--- config.mk ---
export PLATFORM = sky130hd
export DESIGN_NAME = multicycle_control
export DESIGN_NICKNAME = d
export VERILOG_FILES = /design/src/rtl/multicycle_control_pkg.sv /design/src/rtl/multicycle_control_out_decode.sv /design/src/rtl/multicycle_control.sv
export SDC_FILE = /design/constraint.sdc
export NUM_CORES = 1
export LEC_CHECK = 0
export CAP_MARGIN = 20
export CORE_UTILIZATION = 46
export DETAILED_ROUTE_END_ITERATION = 8
export PLACE_DENSITY = 0.84
export SETUP_SLACK_MARGIN = 0.05
export SYNTH_ARGS = -nofsm -noshare
export SYNTH_HDL_FRONTEND = slang
export SYNTH_SLANG_ARGS = --single-unit
--- constraint.sdc ---
create_clock -name clk -period 4 [get_ports clk]
set_input_delay 1 -clock clk [delete_from_list [all_inputs] [get_ports clk]]
set_output_delay 1 -clock clk [all_outputs]
set_load 0.02 [all_outputs]
--- src/rtl/multicycle_control_pkg.sv ---
// Shared types and constants for the multicycle MIPS control FSM.
// The TRAP state exists only when ILLEGAL_TRAP_EN is defined.
package multicycle_control_pkg;

  localparam int OP_W    = 6;
  localparam int ALUOP_W = 4;
  localparam int STATE_W = 4;

  localparam logic [OP_W-1:0] OP_RTYPE = 6'd0;
  localparam logic [OP_W-1:0] OP_J     = 6'd2;
  localparam logic [OP_W-1:0] OP_JAL   = 6'd3;
  localparam logic [OP_W-1:0] OP_BEQ   = 6'd4;
  localparam logic [OP_W-1:0] OP_BNE   = 6'd5;
  localparam logic [OP_W-1:0] OP_ADDI  = 6'd8;
  localparam logic [OP_W-1:0] OP_SLTI  = 6'd10;
  localparam logic [OP_W-1:0] OP_ANDI  = 6'd12;
  localparam logic [OP_W-1:0] OP_ORI   = 6'd13;
  localparam logic [OP_W-1:0] OP_XORI  = 6'd14;
  localparam logic [OP_W-1:0] OP_LW    = 6'd35;
  localparam logic [OP_W-1:0] OP_SW    = 6'd43;

  localparam logic [ALUOP_W-1:0] ALU_ADD   = 4'b0000;
  localparam logic [ALUOP_W-1:0] ALU_SUB   = 4'b0001;
  localparam logic [ALUOP_W-1:0] ALU_AND   = 4'b0010;
  localparam logic [ALUOP_W-1:0] ALU_OR    = 4'b0011;
  localparam logic [ALUOP_W-1:0] ALU_XOR   = 4'b0100;
  localparam logic [ALUOP_W-1:0] ALU_SLT   = 4'b0101;
  localparam logic [ALUOP_W-1:0] ALU_FUNCT = 4'b1111;

  localparam logic [1:0] RD_RT  = 2'b00;
  localparam logic [1:0] RD_RD  = 2'b01;
  localparam logic [1:0] RD_RA  = 2'b10;
  localparam logic [1:0] M2R_ALU = 2'b00;
  localparam logic [1:0] M2R_MDR = 2'b01;
  localparam logic [1:0] M2R_PC  = 2'b10;
  localparam logic       SRCA_PC = 1'b0;
  localparam logic       SRCA_A  = 1'b1;
  localparam logic [1:0] SRCB_B   = 2'b00;
  localparam logic [1:0] SRCB_4   = 2'b01;
  localparam logic [1:0] SRCB_IMM = 2'b10;
  localparam logic [1:0] SRCB_BR  = 2'b11;
  localparam logic [1:0] PCS_ALU = 2'b00;
  localparam logic [1:0] PCS_OUT = 2'b01;
  localparam logic [1:0] PCS_JMP = 2'b10;

  // j and jal share S_JUMP; op_q selects the link write
  typedef enum logic [STATE_W-1:0] {
    S_IDLE      = 4'd0,
    S_FETCH     = 4'd1,
    S_DECODE    = 4'd2,
    S_R_EXEC    = 4'd3,
    S_I_EXEC    = 4'd4,
    S_ALU_WB    = 4'd5,
    S_MEM_ADDR  = 4'd6,
    S_MEM_READ  = 4'd7,
    S_MEM_WB    = 4'd8,
    S_MEM_WRITE = 4'd9,
    S_BRANCH    = 4'd10,
    S_JUMP      = 4'd11
`ifdef ILLEGAL_TRAP_EN
    ,S_TRAP     = 4'd12
`endif
  } state_t;

  typedef struct packed {
    logic               pc_write;
    logic               ir_write;
    logic               mem_read;
    logic               mem_write;
    logic               reg_write;
    logic [1:0]         reg_dst;
    logic [1:0]         mem_to_reg;
    logic               alu_src_a;
    logic [1:0]         alu_src_b;
    logic               imm_zext;
    logic [ALUOP_W-1:0] alu_op;
    logic [1:0]         pc_src;
  } ctrl_t;

endpackage

--- src/rtl/multicycle_control_out_decode.sv ---
// Combinational output decode: state + latched opcode -> datapath controls.
// Only FETCH (mem_ready) and BRANCH (zero) look at live inputs.
module mc_out_decode
  import multicycle_control_pkg::*;
(
  input  state_t          state,
  input  logic [OP_W-1:0] op_q,
  input  logic            zero,
  input  logic            mem_ready,
  output ctrl_t           ctrl
);

  always_comb begin
    ctrl = '0;
    case (state)
      S_FETCH: begin
        ctrl.mem_read  = 1'b1;
        ctrl.alu_src_a = SRCA_PC;
        ctrl.alu_src_b = SRCB_4;
        ctrl.alu_op    = ALU_ADD;
        ctrl.pc_src    = PCS_ALU;
        ctrl.ir_write  = mem_ready;
        ctrl.pc_write  = mem_ready;
      end
      S_DECODE: begin
        ctrl.alu_src_a = SRCA_PC;
        ctrl.alu_src_b = SRCB_BR;
        ctrl.alu_op    = ALU_ADD;
      end
      S_R_EXEC: begin
        ctrl.alu_src_a = SRCA_A;
        ctrl.alu_src_b = SRCB_B;
        ctrl.alu_op    = ALU_FUNCT;
      end
      S_I_EXEC: begin
        ctrl.alu_src_a = SRCA_A;
        ctrl.alu_src_b = SRCB_IMM;
        unique case (op_q)
          OP_SLTI: ctrl.alu_op = ALU_SLT;
          OP_ANDI: begin
            ctrl.alu_op   = ALU_AND;
            ctrl.imm_zext = 1'b1;
          end
          OP_ORI: begin
            ctrl.alu_op   = ALU_OR;
            ctrl.imm_zext = 1'b1;
          end
          OP_XORI: begin
            ctrl.alu_op   = ALU_XOR;
            ctrl.imm_zext = 1'b1;
          end
          default: ctrl.alu_op = ALU_ADD;
        endcase
      end
      S_ALU_WB: begin
        ctrl.reg_write  = 1'b1;
        ctrl.reg_dst    = (op_q == OP_RTYPE) ? RD_RD : RD_RT;
        ctrl.mem_to_reg = M2R_ALU;
      end
      S_MEM_ADDR: begin
        ctrl.alu_src_a = SRCA_A;
        ctrl.alu_src_b = SRCB_IMM;
        ctrl.alu_op    = ALU_ADD;
      end
      S_MEM_READ:  ctrl.mem_read = 1'b1;
      S_MEM_WB: begin
        ctrl.reg_write  = 1'b1;
        ctrl.reg_dst    = RD_RT;
        ctrl.mem_to_reg = M2R_MDR;
      end
      S_MEM_WRITE: ctrl.mem_write = 1'b1;
      S_BRANCH: begin
        ctrl.alu_src_a = SRCA_A;
        ctrl.alu_src_b = SRCB_B;
        ctrl.alu_op    = ALU_SUB;
        ctrl.pc_src    = PCS_OUT;
        ctrl.pc_write  = (op_q == OP_BEQ) ? zero : ~zero;
      end
      S_JUMP: begin
        ctrl.pc_write = 1'b1;
        ctrl.pc_src   = PCS_JMP;
        if (op_q == OP_JAL) begin
          ctrl.reg_write  = 1'b1;
          ctrl.reg_dst    = RD_RA;
          ctrl.mem_to_reg = M2R_PC;
        end
      end
      default: ctrl = '0;
    endcase
  end

endmodule

--- src/rtl/multicycle_control.sv ---
// Multicycle MIPS control FSM: state and op_q registers, next-state logic.
// Define ILLEGAL_TRAP_EN to trap unknown opcodes instead of treating them as NOPs.
module multicycle_control
  import multicycle_control_pkg::*;
(
  input  logic               clk,
  input  logic               rst_n,
  input  logic [OP_W-1:0]    opcode,
  input  logic               zero,
  input  logic               mem_ready,
  output logic               pc_write,
  output logic               ir_write,
  output logic               mem_read,
  output logic               mem_write,
  output logic               reg_write,
  output logic [1:0]         reg_dst,
  output logic [1:0]         mem_to_reg,
  output logic               alu_src_a,
  output logic [1:0]         alu_src_b,
  output logic               imm_zext,
  output logic [ALUOP_W-1:0] alu_op,
  output logic [1:0]         pc_src,
  output logic               illegal_op,
  output logic [STATE_W-1:0] state_o
);

  state_t          state, state_d;
  logic [OP_W-1:0] op_q;
  ctrl_t           ctrl;

  always_ff @(posedge clk or negedge rst_n) begin
    if (!rst_n) begin
      state <= S_IDLE;
      op_q  <= '0;
    end else begin
      state <= state_d;
      if (state == S_DECODE) op_q <= opcode;
    end
  end

  always_comb begin
    state_d = state;
    case (state)
      S_IDLE:   state_d = S_FETCH;
      S_FETCH:  if (mem_ready) state_d = S_DECODE;
      S_DECODE: begin
        unique case (1'b1)
          opcode == OP_RTYPE: state_d = S_R_EXEC;
          opcode == OP_ADDI,
          opcode == OP_SLTI,
          opcode == OP_ANDI,
          opcode == OP_ORI,
          opcode == OP_XORI:  state_d = S_I_EXEC;
          opcode == OP_BEQ,
          opcode == OP_BNE:   state_d = S_BRANCH;
          opcode == OP_LW,
          opcode == OP_SW:    state_d = S_MEM_ADDR;
          opcode == OP_J,
          opcode == OP_JAL:   state_d = S_JUMP;
`ifdef ILLEGAL_TRAP_EN
          default:            state_d = S_TRAP;
`else
          default:            state_d = S_FETCH;
`endif
        endcase
      end
      S_R_EXEC,
      S_I_EXEC:    state_d = S_ALU_WB;
      S_MEM_ADDR:  state_d = (op_q == OP_LW) ? S_MEM_READ : S_MEM_WRITE;
      S_MEM_READ:  if (mem_ready) state_d = S_MEM_WB;
      S_MEM_WRITE: if (mem_ready) state_d = S_FETCH;
      S_ALU_WB,
      S_MEM_WB,
      S_BRANCH,
      S_JUMP:      state_d = S_FETCH;
`ifdef ILLEGAL_TRAP_EN
      S_TRAP:      state_d = S_TRAP;
`endif
      default:     state_d = S_IDLE;
    endcase
  end

  mc_out_decode u_dec (
    .state     (state),
    .op_q      (op_q),
    .zero      (zero),
    .mem_ready (mem_ready),
    .ctrl      (ctrl)
  );

  assign pc_write   = ctrl.pc_write;
  assign ir_write   = ctrl.ir_write;
  assign mem_read   = ctrl.mem_read;
  assign mem_write  = ctrl.mem_write;
  assign reg_write  = ctrl.reg_write;
  assign reg_dst    = ctrl.reg_dst;
  assign mem_to_reg = ctrl.mem_to_reg;
  assign alu_src_a  = ctrl.alu_src_a;
  assign alu_src_b  = ctrl.alu_src_b;
  assign imm_zext   = ctrl.imm_zext;
  assign alu_op     = ctrl.alu_op;
  assign pc_src     = ctrl.pc_src;
  assign state_o    = state;

`ifdef ILLEGAL_TRAP_EN
  // TRAP is only left through reset, so the state itself is the sticky flag
  assign illegal_op = (state == S_TRAP);
`else
  assign illegal_op = 1'b0;
`endif

endmodule
==> metrics.md <==
| Metric | Value |
|---|---|
| Core area | 0.00175 mm2 |
| TritonCTS Sinks | 10 |
| Post-synth EDFFs | 0 |
| Nets | 145 |
| Internal | 0.000440 W |
| Antenna violations before repair | 0 |
| First-pass GRT wire length | 3.39 mm |
| Max-slew headroom | 0.658 |
| Power per Cell Area | 699 mW/mm2 |
| Yosys Warn Count | 0 |
| Clock H-tree levels | 1 |
| Final worst path period need | 3.49 ns |
| Clock insertion delay at the later pin of the skew report | 0.26 ns |
| CP endpoint kind | output port |
| Drt pass-1 iters | 4 |
| Number of global-route vias before repair | 750 |
| WP data required | 3.00 ns |
| Max_cap viols | 0 |
| RSZ-0062 raised after global routing | no |
| Final RePlAce weighted congestion | 0.797 |
| Total negative slack | 0 ns |
| Placed insts | 155 |
| Hold Vio Cnt, Final | 0 |
| Max Freq | 0.287 GHz |
| Cts hold-fix bufs | 0 |
| Worst hold path class | reg -> reg |
| Sequential power share | 0.296 |
| Syn avg cell area | 8.17 um2 |
| Slew @ Worst Pin | 0.511 ns |
| CTS resizes | 0 |
| Final setup fails | 0 |
| CP startpoint | mem_ready |
| Area leader, netlist | dfrtp_1 |
| DIE HEIGHT | 45.2 um |
| Fraction of layout cells with a size suffix above 1 | 0.0827 |
| R2r setup slk | 2.19 ns |
| Crit start category | primary input |
| Final slew viol count | 0 |
| Num rows | 15 |
| Initial core utilization | 0.492 |
| Worst setup path category | in -> out |
| Peak supply drop | 0.334 mV |
| Area contributors post-synth | dfrtp_1, mux2_2, nor2_1, o21ai_0, nand2_1 |
| IO Count | 34 |
| Diode count | 0 |
| Cell count after synthesis | 105 |
| Top-area cell type share of the netlist area | 0.292 |
| Dpl hpwl | 1.63 mm |
| Vias per Instance | 5.68 |
| Via count | 897 |
| Final wirelength | 2.08 mm |
| Layout Cells excl Fill | 158 |
| CTS tree | done |
| Clock root buffer | clkbuf_4 |
| Net Sw Frac | 0.472 |
| Outcome | finished clean |
| Routed Antenna Nets | 0 |
| Post-synth ARST share | 1.00 |
| Fin crit share | 0.872 |
| Synthesized Nets | 115 |
| RR Startpoint | state_o[0] |
| Hold EP | op_q[3] |
| # DRC | 0 |
| Worst-path clk slew | 0.06 ns |
| Die Area | 0.00204 mm2 |
| Clock Tree Buf Depth | 2 |
| Die X-Extent | 45.2 um |
| Fin Clk Skew | 0.000833 ns |
| FF-to-FF path depth | 4 |
| Setup repair bufs after CTS | 0 |
| Post-Syn Area | 858 um2 |
| Port Buffer Count | 32 |
| Grt ovf | 0 |
| HP Start | op_q[3] |
| Logic pwr share | 0.626 |
| Detailed router's first-iteration violation count | 19 |
| FF-to-FF End | state_o[3] |
| Min-Delay Path Depth | 1 |
| LEAKAGE | 0.486 nW |
| Synth cell types | 39 |
| Clock Power Share | 0.078 |
| Inserted Clock Buffers | 3 |
| Worst Path Max Fanout | 5 |
| Sw Pwr | 0.000394 W |
| Post-synth top flop | dfrtp_1 |
| Total power | 0.000834 W |
| Flops & latches, synth | 10 |
| GRT Resource Usage Total | 0.233 |
| Pin count of the biggest net entering global routing | 16 |
| WL/cell | 13.2 um |
| CP Data Arrival Time | 2.49 ns |
| Post-synthesis sequential area ratio | 0.292 |
| P&R area growth vs syn | 38.9% |
## worst max-delay path, cell delays in order
cell	delay, ns
clkdlybuf4s50_1	0.47
and3_1	0.22
a211o_1	0.27
clkdlybuf4s50_1	0.53
## kinds of logic after synthesis
group,synth area share
AOI/OAI and AO/OA,0.197
xor gates and xnor gates,0.0408
buffers and inverters,0.0729
DFF,0.292
muxes,0.0656
other,0.00437
and+or+nand+nor,0.328
## how the worst max path moves through the flow
stage	to	slack, ns
2_1_floorplan	reg_dst[1]	1.14
3_3_place_gp	pc_write	0.53
3_5_place_dp	pc_write	0.50
4_1_cts	pc_write	0.51
5_1_grt	pc_write	0.46
6_report	pc_write	0.51
## layout make-up
type	instances	area [um2]
fillers	150	553
multi-input cells	82	546
repair buffers	32	320
flip-flops and latches	10	250
well taps	25	31.3
clock buffers	3	22.5
inverters	6	22.5
## sequential cells by signal, summed over array words and instances, names as in the netlist
register  cells
state_o       4
op_q          6
## metrics by stage
step	hold slack (ns)	utilization	setup slack [ns]	cell area (um2)
6_report	0.582	0.683	0.511	1190
5_1_grt	0.601	0.683	0.462	1190
4_1_cts	0.586	0.683	0.506	1190
3_5_place_dp	0.572	0.670	0.500	1170
3_3_place_gp	0.559	0.670	0.526	1170
2_1_floorplan	0.519	-	1.14	858
## layer usage
| metal | vias up | track usage | share of wire |
|---|---|---|---|
| met5 | - | 0 | 0 |
| met4 | 0 | 0.109 | 0.025 |
| met3 | 7 | 0.0680 | 0.057 |
| met2 | 29 | 0.368 | 0.49 |
| met1 | 423 | 0.293 | 0.43 |
| li1 | 438 | - | - |
## Yosys cell counts, types with 2 or more instances
cell type,n
xnor2_1,2
dfrtp_1,10
a31oi_1,2
inv_1,6
a211o_1,2
nor4_1,2
clkbuf_1,2
nand2b_1,4
a211oi_1,2
nor2b_1,4
o21bai_1,2
and3_1,3
xor2_1,2
o21ai_0,6
nand4b_1,3
nor3b_1,3
a21oi_1,3
a21boi_0,2
nor2_1,12
nand2_1,7
mux2_2,5
buf_4,3
buf_2,2
## power by group through the flow
stage | logic, W | registers (W) | clock network (W)
after global routing | 0.000569 | 0.000255 | 0.0000721
after global placement | 0.000515 | 0.000242 | 0
after detailed placement | 0.000521 | 0.000246 | 0
after CTS | 0.000524 | 0.000244 | 0.0000660
after floorplan | 0.000359 | 0.000204 | 0
final | 0.000522 | 0.000247 | 0.0000651
## cells in the final DEF, fill, tap and decap left out, drive strengths merged, types with 2 or more instances in the layout
cell / netlist / layout
dfrtp: 10 / 10
clkdlybuf4s50: 0 / 32
mux2: 5 / 5
and3: 3 / 3
nor3b: 3 / 3
a21oi: 3 / 3
a31oi: 2 / 2
xnor2: 2 / 2
or4: 2 / 2
nand4b: 3 / 3
inv: 6 / 6
o21ai: 6 / 6
nor4: 2 / 2
a211o: 2 / 2
a211oi: 2 / 2
clkbuf: 2 / 3
a21boi: 2 / 2
xor2: 2 / 2
nand2: 7 / 7
nor2b: 4 / 4
nor3: 3 / 3
o21bai: 2 / 2
nand2b: 4 / 4
nor2: 12 / 12
No activity file was read; power rests on OpenSTA's default activity.
